===== src/rtl/csr_rmw_unit.sv =====
// csr_rmw_unit: Zicsr read-modify-write sequencer between execute and the CSR file.
// Ports: clock/reset (async, active-high); req_* request in (valid/ready);
// csr_addr/csr_rdata/csr_we/csr_wdata to the CSR file; rsp_* response out (valid/ready).
module csr_rmw_unit #(
  parameter int XLEN = 32,
  parameter int RO_CHECK = 1
) (
  input  logic            clock,
  input  logic            reset,
  input  logic            req_valid,
  output logic            req_ready,
  input  logic [2:0]      req_funct3,
  input  logic [11:0]     req_addr,
  input  logic [4:0]      req_rs1,
  input  logic [XLEN-1:0] req_rs1_val,
  output logic [11:0]     csr_addr,
  input  logic [XLEN-1:0] csr_rdata,
  output logic            csr_we,
  output logic [XLEN-1:0] csr_wdata,
  output logic            rsp_valid,
  input  logic            rsp_ready,
  output logic [XLEN-1:0] rsp_rdata,
  output logic            rsp_illegal
);
  localparam logic [1:0] IDLE = 2'd0, READ = 2'd1, WRITE = 2'd2, RESP = 2'd3;
  logic [1:0] state;
  // funct3[2] only selects the source at acceptance; the op is fully described by funct3[1:0]
  logic [1:0] op;
  logic [11:0] addr;
  logic [XLEN-1:0] src, old, new_val;
  logic src_zero, do_write, illegal;
  always_ff @(posedge clock or posedge reset)
    if (reset) begin
      state <= IDLE;
      op <= '0;
      addr <= '0;
      src <= '0;
      src_zero <= 1'b0;
      old <= '0;
      rsp_rdata <= '0;
      rsp_illegal <= 1'b0;
    end else
      case (state)
        IDLE: if (req_valid) begin
          op <= req_funct3[1:0];
          addr <= req_addr;
          src <= req_funct3[2] ? XLEN'(req_rs1) : req_rs1_val;
          src_zero <= req_rs1 == 5'd0;
          state <= READ;
        end
        READ: begin
          old <= csr_rdata;
          state <= WRITE;
        end
        WRITE: begin
          rsp_rdata <= illegal ? '0 : old;
          rsp_illegal <= illegal;
          state <= RESP;
        end
        default: if (rsp_ready) state <= IDLE;
      endcase
  assign req_ready = state == IDLE;
  assign rsp_valid = state == RESP;
  assign csr_addr = (state == READ || state == WRITE) ? addr : '0;
  assign new_val = op == 2'b01 ? src : op == 2'b10 ? (old | src) : op == 2'b11 ? (old & ~src) : '0;
  assign do_write = op == 2'b01 || !src_zero;
  assign illegal = op == 2'b00 || (RO_CHECK != 0 && do_write && addr[11:10] == 2'b11);
  assign csr_we = state == WRITE && do_write && !illegal;
  assign csr_wdata = csr_we ? new_val : '0;
endmodule


===== config.mk =====
export PLATFORM = sky130hd
export DESIGN_NAME = csr_rmw_unit
export DESIGN_NICKNAME = d
export VERILOG_FILES = /design/src/rtl/csr_rmw_unit.sv
export SDC_FILE = /design/constraint.sdc
export NUM_CORES = 1
export LEC_CHECK = 0
export CAP_MARGIN = 20
export CORE_AREA = 2 2 114 116
export DETAILED_ROUTE_END_ITERATION = 10
export DIE_AREA = 0 0 116 118
export PLACE_DENSITY = 0.75
export SLEW_MARGIN = 5
export SYNTH_ARGS = -nofsm -noshare
export SYNTH_HDL_FRONTEND = slang
export SYNTH_SLANG_ARGS = --single-unit

===== constraint.sdc =====
create_clock -name clock -period 3.72 [get_ports clock]
set_clock_uncertainty 0.05 [all_clocks]
set_input_delay 0.558 -clock clock [delete_from_list [all_inputs] [get_ports clock]]
set_output_delay 0.558 -clock clock [all_outputs]
set_load 0.02 [all_outputs]

==> flow_summary_export.csv, run 1 <==
group,metric,value,unit
outcome,outcome,"finished, final reports clean",
yosys,ys_seq_area_frac,0.554,
yosys,synth_area,0.00515,mm2
power_and_ir_drop,leakagePower,3.13,nW
timing,slew_violations,0,
timing,fin_crit_sh,0.940,
global_routing,grtUsageTotal,0.209,
clocking,htree_num_levels,4,
worst_setup_path,cp.buffers_inverters,1,
power_and_ir_drop,ir_worst_vdd,526,uV
clocking,path_clk_slew,0.05,ns
timing,hold_viol_final,0,
routing,dr.first_iter.drc_count,254,
job,drv_cap,0,
clocking,numCtsBuffers,17,
cells_and_area,nets,716,
routing,viasPerCell,5.12,
die,core_area,0.0124,mm2
cells_and_area,multiInputGateArea,0.00215,mm2
timing,final.setup.tns,0,ns
worst_setup_path,rr_worst_depth,5,
yosys,synth_seq_cells,114,
clocking,ctsHoldBuffers,0,
worst_setup_path,critPathMaxFanout,33,
die,die_w,116,um
worst_setup_path,reg2reg_to,"rsp_rdata[0]",
placed_design,dp_hpwl,9490,um
placed_design,port_buffers,167,
yosys,ys_types,29,
die,ios,168,
placed_design,place_congestion,0.849,
worst_setup_path,crit_type,"reg2out",
yosys,synth_edf_count,0,
timing,post-route-min-period,3.50,ns
worst_setup_path,crit_required,3.11,ns
die,rows,41,
timing,max_slew_margin,0.343,
die,die_area,0.0137,mm2
routing,dr.pass1.iters,4,
worst_setup_path,crit_cells,4,
timing,tightest_slew,0.980,ns
global_routing,overflow,0,
yosys,syn-instance-count,461,
timing,fmax,286,MHz
routing,wl_per_cell,17.0,um
routing,drc,0,
worst_setup_path,worstPathCellList,"nor2b_1, o211ai_4, a21oi_1, clkdlybuf4s50_1",
cells_and_area,drive_above_1_share,0.137,
worst_setup_path,arrival,2.89,ns
worst_setup_path,slowest_delay,0.81,ns
cells_and_area,fin_area,0.00754,mm2
cells_and_area,register_area,0.00285,mm2
worst_setup_path,startpoint_type,"flop",
routing,postRouteAntennaNets,0,
worst_setup_path,reg2reg_slack,1.11,ns
cells_and_area,diodes,0,
global_routing,antenna_found_initial,0,
clocking,cts_sinks,114,
clocking,cts_tree,"yes",
cells_and_area,fillCellCount,1029,
timing,setup_viol,0,
worst_setup_path,slowest_stage,"o211ai_4",
global_routing,grt_max_degree,59,
worst_setup_path,endpoint,"csr_wdata[8]",
worst_setup_path,cp-startpoint,"op[1]",
yosys,synth_top_cell_area_share,0.554,
yosys,async_flop_share,1.00,
worst_setup_path,reg2reg_from,"op[1]",
yosys,syn-num-nets,554,
cells_and_area,synthToLayoutAreaGrowth,46.4,%
global_routing,grt_pass1_wl,22000,um
yosys,synth.area.top_cells,"dfrtp_1 55%, mux2_2 9.6%, a22o_1 5.6%, nand2_1 5.0%, nand3b_1 4.5%",
routing,vias,4138,
clocking,clk_latency,0.42,ns
timing,grt_setup_unrepaired,"false",
placed_design,dpl-instance-area,0.00698,mm2
global_routing,first_global_vias,4383,
yosys,synth.avg_cell_area,11.2,um2
routing,drt_wl_total,13700,um
worst_setup_path,worstSetupEndpointType,"output pin",
clocking,cts_setup_buffers,0,
power_and_ir_drop,power_density,913,mW/mm2
yosys,synth_top_cells_by_count,"114 x dfrtp_1, 68 x nand2_1, 44 x mux2_2",
worst_setup_path,cp_top_family,"compound AO/OA/AOI/OAI gates",
clocking,root_buffer,"clkbuf_16",
clocking,cts_resized,0,
yosys,synth_ff_type,"dfrtp_1",
die,start_util,0.415,
clocking,cts.path.max_buffers,2,
yosys,yosysTopAreaCell,"dfrtp_1",
min_path,holdCritPathClass,"reg2reg",
yosys,synth.most_common_cell,"dfrtp_1",
yosys,yosys_warnings,0,
die,die_y,118,um
-- cells by family (layout without fill, tap and decap cells) --
group | after synthesis | count (layout) | synth area share
xor gates and xnor gates | 1 | 1 | 0.00170
AOI/OAI and AO/OA | 105 | 105 | 0.134
muxes | 51 | 51 | 0.110
DFF | 114 | 114 | 0.554
and+or+nand+nor | 148 | 148 | 0.153
buffers and inverters | 37 | 212 | 0.0348
adders and majority gates | 5 | 5 | 0.0122
-- through the flow --
step / std cells / setup slack [ns] / total power, mW / hold WS (ns) / util
after floorplan: 461 / 0.0963 / 4.11 / 0.413 / -
after global placement: 776 / 0.707 / 5.28 / 0.424 / 0.562
after detailed placement: 776 / 0.626 / 5.40 / 0.437 / 0.562
after CTS: 808 / 0.165 / 6.94 / 0.448 / 0.607
after global routing: 808 / 0.0195 / 7.29 / 0.466 / 0.607
final: 808 / 0.223 / 6.88 / 0.449 / 0.607
-- worst register-to-register path, stage by stage, from the launching register on --
cell and delay [ns]:
dfrtp_1 0.72, buf_4 0.42, nand2_1 0.16, a311oi_4 0.77, buf_12 0.26, a22o_1 0.17
-- state kept, by name, summed over array words and instances, names as in the netlist --
register	flops
old	32
rsp_rdata	32
src	32
addr	12
op	2
state	2
rsp_illegal	1
src_zero	1
-- layout make-up --
| type | count | area share |
|---|---|---|
| clock buffers | 27 | 0.0667 |
| clock inverters | 5 | 0.00664 |
| inverters | 5 | 0.00282 |
| multi-input cells | 310 | 0.285 |
| flip-flops and latches | 114 | 0.379 |
| well taps | 172 | 0.0286 |
| repair buffers | 175 | 0.231 |
-- how the worst min path moves through the flow --
stage          depth (start not counted)           from             to
6_report                               2        src[20]        src[20]
5_1_grt                                1  rsp_rdata[12]  rsp_rdata[12]
4_1_cts                                2        src[28]        src[28]
3_5_place_dp                           2        src[28]        src[28]
3_3_place_gp                           2    rsp_illegal    rsp_illegal
2_1_floorplan                          2         src[0]         src[0]
-- placed cells by master, fill, tap and decap left out, drive strengths merged --
master         instances
clkbuf                27
o21ai                 34
xor2                   1
buf                    8
nand3b                31
nor2b                  4
dfrtp                114
inv                    5
o22ai                  1
nor2                   4
a311oi                 1
o31ai                  1
and2                  12
or4                    1
mux2i                  5
o211ai                 1
o31a                   2
clkdlybuf4s50        167
bufinv                 1
a21oi                 32
clkinv                 4
a22o                  33
nand2b                28
ha                     5
mux2                  46
nand2                 68
-- per-layer routing --
metal | global-route usage | share of wire | routed length [um] | vias to the layer above
met4 | 0.0900 | 0.023 | 321 | 0
li1 | - | - | - | 1940
met5 | 0 | 0 | 0 | -
met2 | 0.330 | 0.49 | 6710 | 144
met1 | 0.256 | 0.41 | 5670 | 2030
met3 | 0.0783 | 0.074 | 1010 | 24
-- where the power goes --
part	switching (mW)	total, mW	internal (mW)
registers	0.445	2.26	1.81
clock network	0.534	1.52	0.983
logic	1.61	3.10	1.49
Power figures use the tool's default switching activity.
==> run 2, diff against run 1 <==
--- a/config.mk
+++ b/config.mk
@@ -10,6 +10,7 @@
 export DETAILED_ROUTE_END_ITERATION = 10
 export DIE_AREA = 0 0 116 118
 export PLACE_DENSITY = 0.75
+export SETUP_SLACK_MARGIN = 0.1
 export SLEW_MARGIN = 5
 export SYNTH_ARGS = -nofsm -noshare
 export SYNTH_HDL_FRONTEND = slang
==> run 2 against run 1 <==
  * Flip-flop and latch count unchanged
  * Sequential share of layout area down 0.38 points
  * Critical path depth unchanged
  * Final cell count up 0.25%
  * Critical path type unchanged
  * Highest routed layer unchanged
==> flow_summary_export.csv, run 2 (synthesis gave the netlist of run 1 again) <==
group,metric,value,unit
cells_and_area,nets,718,
job,drv_cap,0,
routing,drt_wl_total,14300,um
global_routing,antenna_found_initial,0,
timing,post-route-min-period,3.50,ns
die,core_area,0.0124,mm2
power_and_ir_drop,ir_worst_vdd,655,uV
die,rows,41,
worst_setup_path,startpoint_type,"flop",
routing,dr.first_iter.drc_count,265,
worst_setup_path,slowest_stage,"clkdlybuf4s50_1",
global_routing,overflow,0,
global_routing,grt_pass1_wl,22600,um
clocking,ctsHoldBuffers,0,
die,die_area,0.0137,mm2
worst_setup_path,worstSetupEndpointType,"output pin",
worst_setup_path,crit_type,"reg2out",
cells_and_area,drive_above_1_share,0.149,
routing,dr.pass1.iters,4,
timing,setup_viol,0,
timing,hold_viol_final,0,
global_routing,grtUsageTotal,0.214,
worst_setup_path,worstPathCellList,"nor2b_1, o211ai_2, a21oi_1, clkdlybuf4s50_1",
timing,grt_setup_unrepaired,"false",
worst_setup_path,arrival,2.89,ns
timing,tightest_slew,0.922,ns
clocking,cts_setup_buffers,0,
clocking,path_clk_slew,0.05,ns
routing,postRouteAntennaNets,0,
timing,fmax,286,MHz
placed_design,dp_hpwl,9230,um
routing,drc,0,
power_and_ir_drop,power_density,920,mW/mm2
global_routing,grt_max_degree,115,
die,start_util,0.415,
clocking,clk_latency,0.41,ns
cells_and_area,final_common_cell,"clkdlybuf4s50_1",
timing,slew_violations,0,
timing,fin_crit_sh,0.940,
worst_setup_path,crit_required,3.11,ns
cells_and_area,diodes,0,
routing,wl_per_cell,17.6,um
cells_and_area,final_cell_mix,"167 x clkdlybuf4s50_1, 113 x dfrtp_1, 67 x nand2_1",
routing,viasPerCell,5.12,
worst_setup_path,slowest_delay,0.64,ns
clocking,cts_sinks,114,
clocking,cts_tree,"yes",
clocking,htree_num_levels,4,
placed_design,port_buffers,167,
min_path,holdCritPathClass,"reg2reg",
die,die_y,118,um
power_and_ir_drop,leakagePower,3.15,nW
worst_setup_path,critPathMaxFanout,16,
clocking,cts.path.max_buffers,2,
die,ios,168,
die,die_w,116,um
global_routing,first_global_vias,4411,
cells_and_area,largestRegisters,"old (32), rsp_rdata (32), src (32)",
placed_design,dp_cells,774,
routing,vias,4148,
outcome,outcome,"finished, final reports clean",
placed_design,place_congestion,0.823,
clocking,root_buffer,"clkbuf_16",
clocking,numCtsBuffers,17,
cells_and_area,layoutNonFillerInstCount,810,
timing,final.setup.tns,0,ns
timing,max_slew_margin,0.383,
cells_and_area,fillCellCount,1025,
cells_and_area,synthToLayoutAreaGrowth,47.9,%
[run 2: changes by cell type in the layout (fill, tap and decap cells not counted), moves of 2 or more]
cell and change:
clkinvlp_4 +3, clkinv_2 +3, buf_4 -2, clkbuf_1 -5
[run 2: layout make-up]
class                      instances  area [um2]  area share
inverter                           5        22.5     0.00296
multi-input combinational        312        2180       0.286
timing repair buffer             175        1760       0.232
tap                              172         215      0.0283
sequential                       114        2850       0.375
clock buffer                      21         470      0.0618
clock inverter                    11         110      0.0145
[run 2: where the power goes]
| group | total, mW | switching (mW) | internal (mW) |
|---|---|---|---|
| logic | 3.16 | 1.66 | 1.50 |
| clock network | 1.58 | 0.549 | 1.03 |
| registers | 2.27 | 0.459 | 1.81 |
| total | 7.01 | 2.67 | 4.34 |
[run 2: timing repair]
item,in CTS,in global routing
pin swaps,1,2
cloned,0,2
resized for setup,0,1
setup endpoints to repair,1,32
[run 2: worst paths after layout]
path                       slack [ns]  cells after the start             to      from
hold / removal                   0.44                      1        addr[3]   addr[3]
hold reg to reg                  0.44                      1        addr[3]   addr[3]
setup reg to reg                 1.54                      6  rsp_rdata[30]  state[0]
min in group asynchronous        0.63                      3         old[1]     reset
max in group asynchronous        2.52                      3          op[1]     reset
setup / recovery                 0.22                      4   csr_wdata[2]     op[0]
[run 2: per-stage QoR]
step	power, mW	setup slack (ns)	hold WS (ns)	util	cell area (um2)
floorplan	4.11	1.73	0.413	-	5150
global placement	5.27	0.647	0.427	0.561	6970
detailed placement	5.37	0.530	0.437	0.561	6970
CTS	6.98	0.126	0.447	0.608	7550
global route	7.45	0.116	0.467	0.613	7610
finish	7.01	0.225	0.443	0.613	7610
[run 2: routing by layer]
metal  vias to the layer above  part of all wire  GRT usage
met5                         -                 0          0
met2                       148              0.48      0.335
met3                        18             0.066     0.0803
li1                       1943                 -          -
met1                      2039              0.44      0.274
met4                         0             0.016     0.0692
[run 2: critical path: cells and delay by family, from the launching register on]
family          cells  cell delay (ns)
compound gates      2             0.79
buf+inv             1             0.64
flops               1             0.57
simple gates        1             0.48
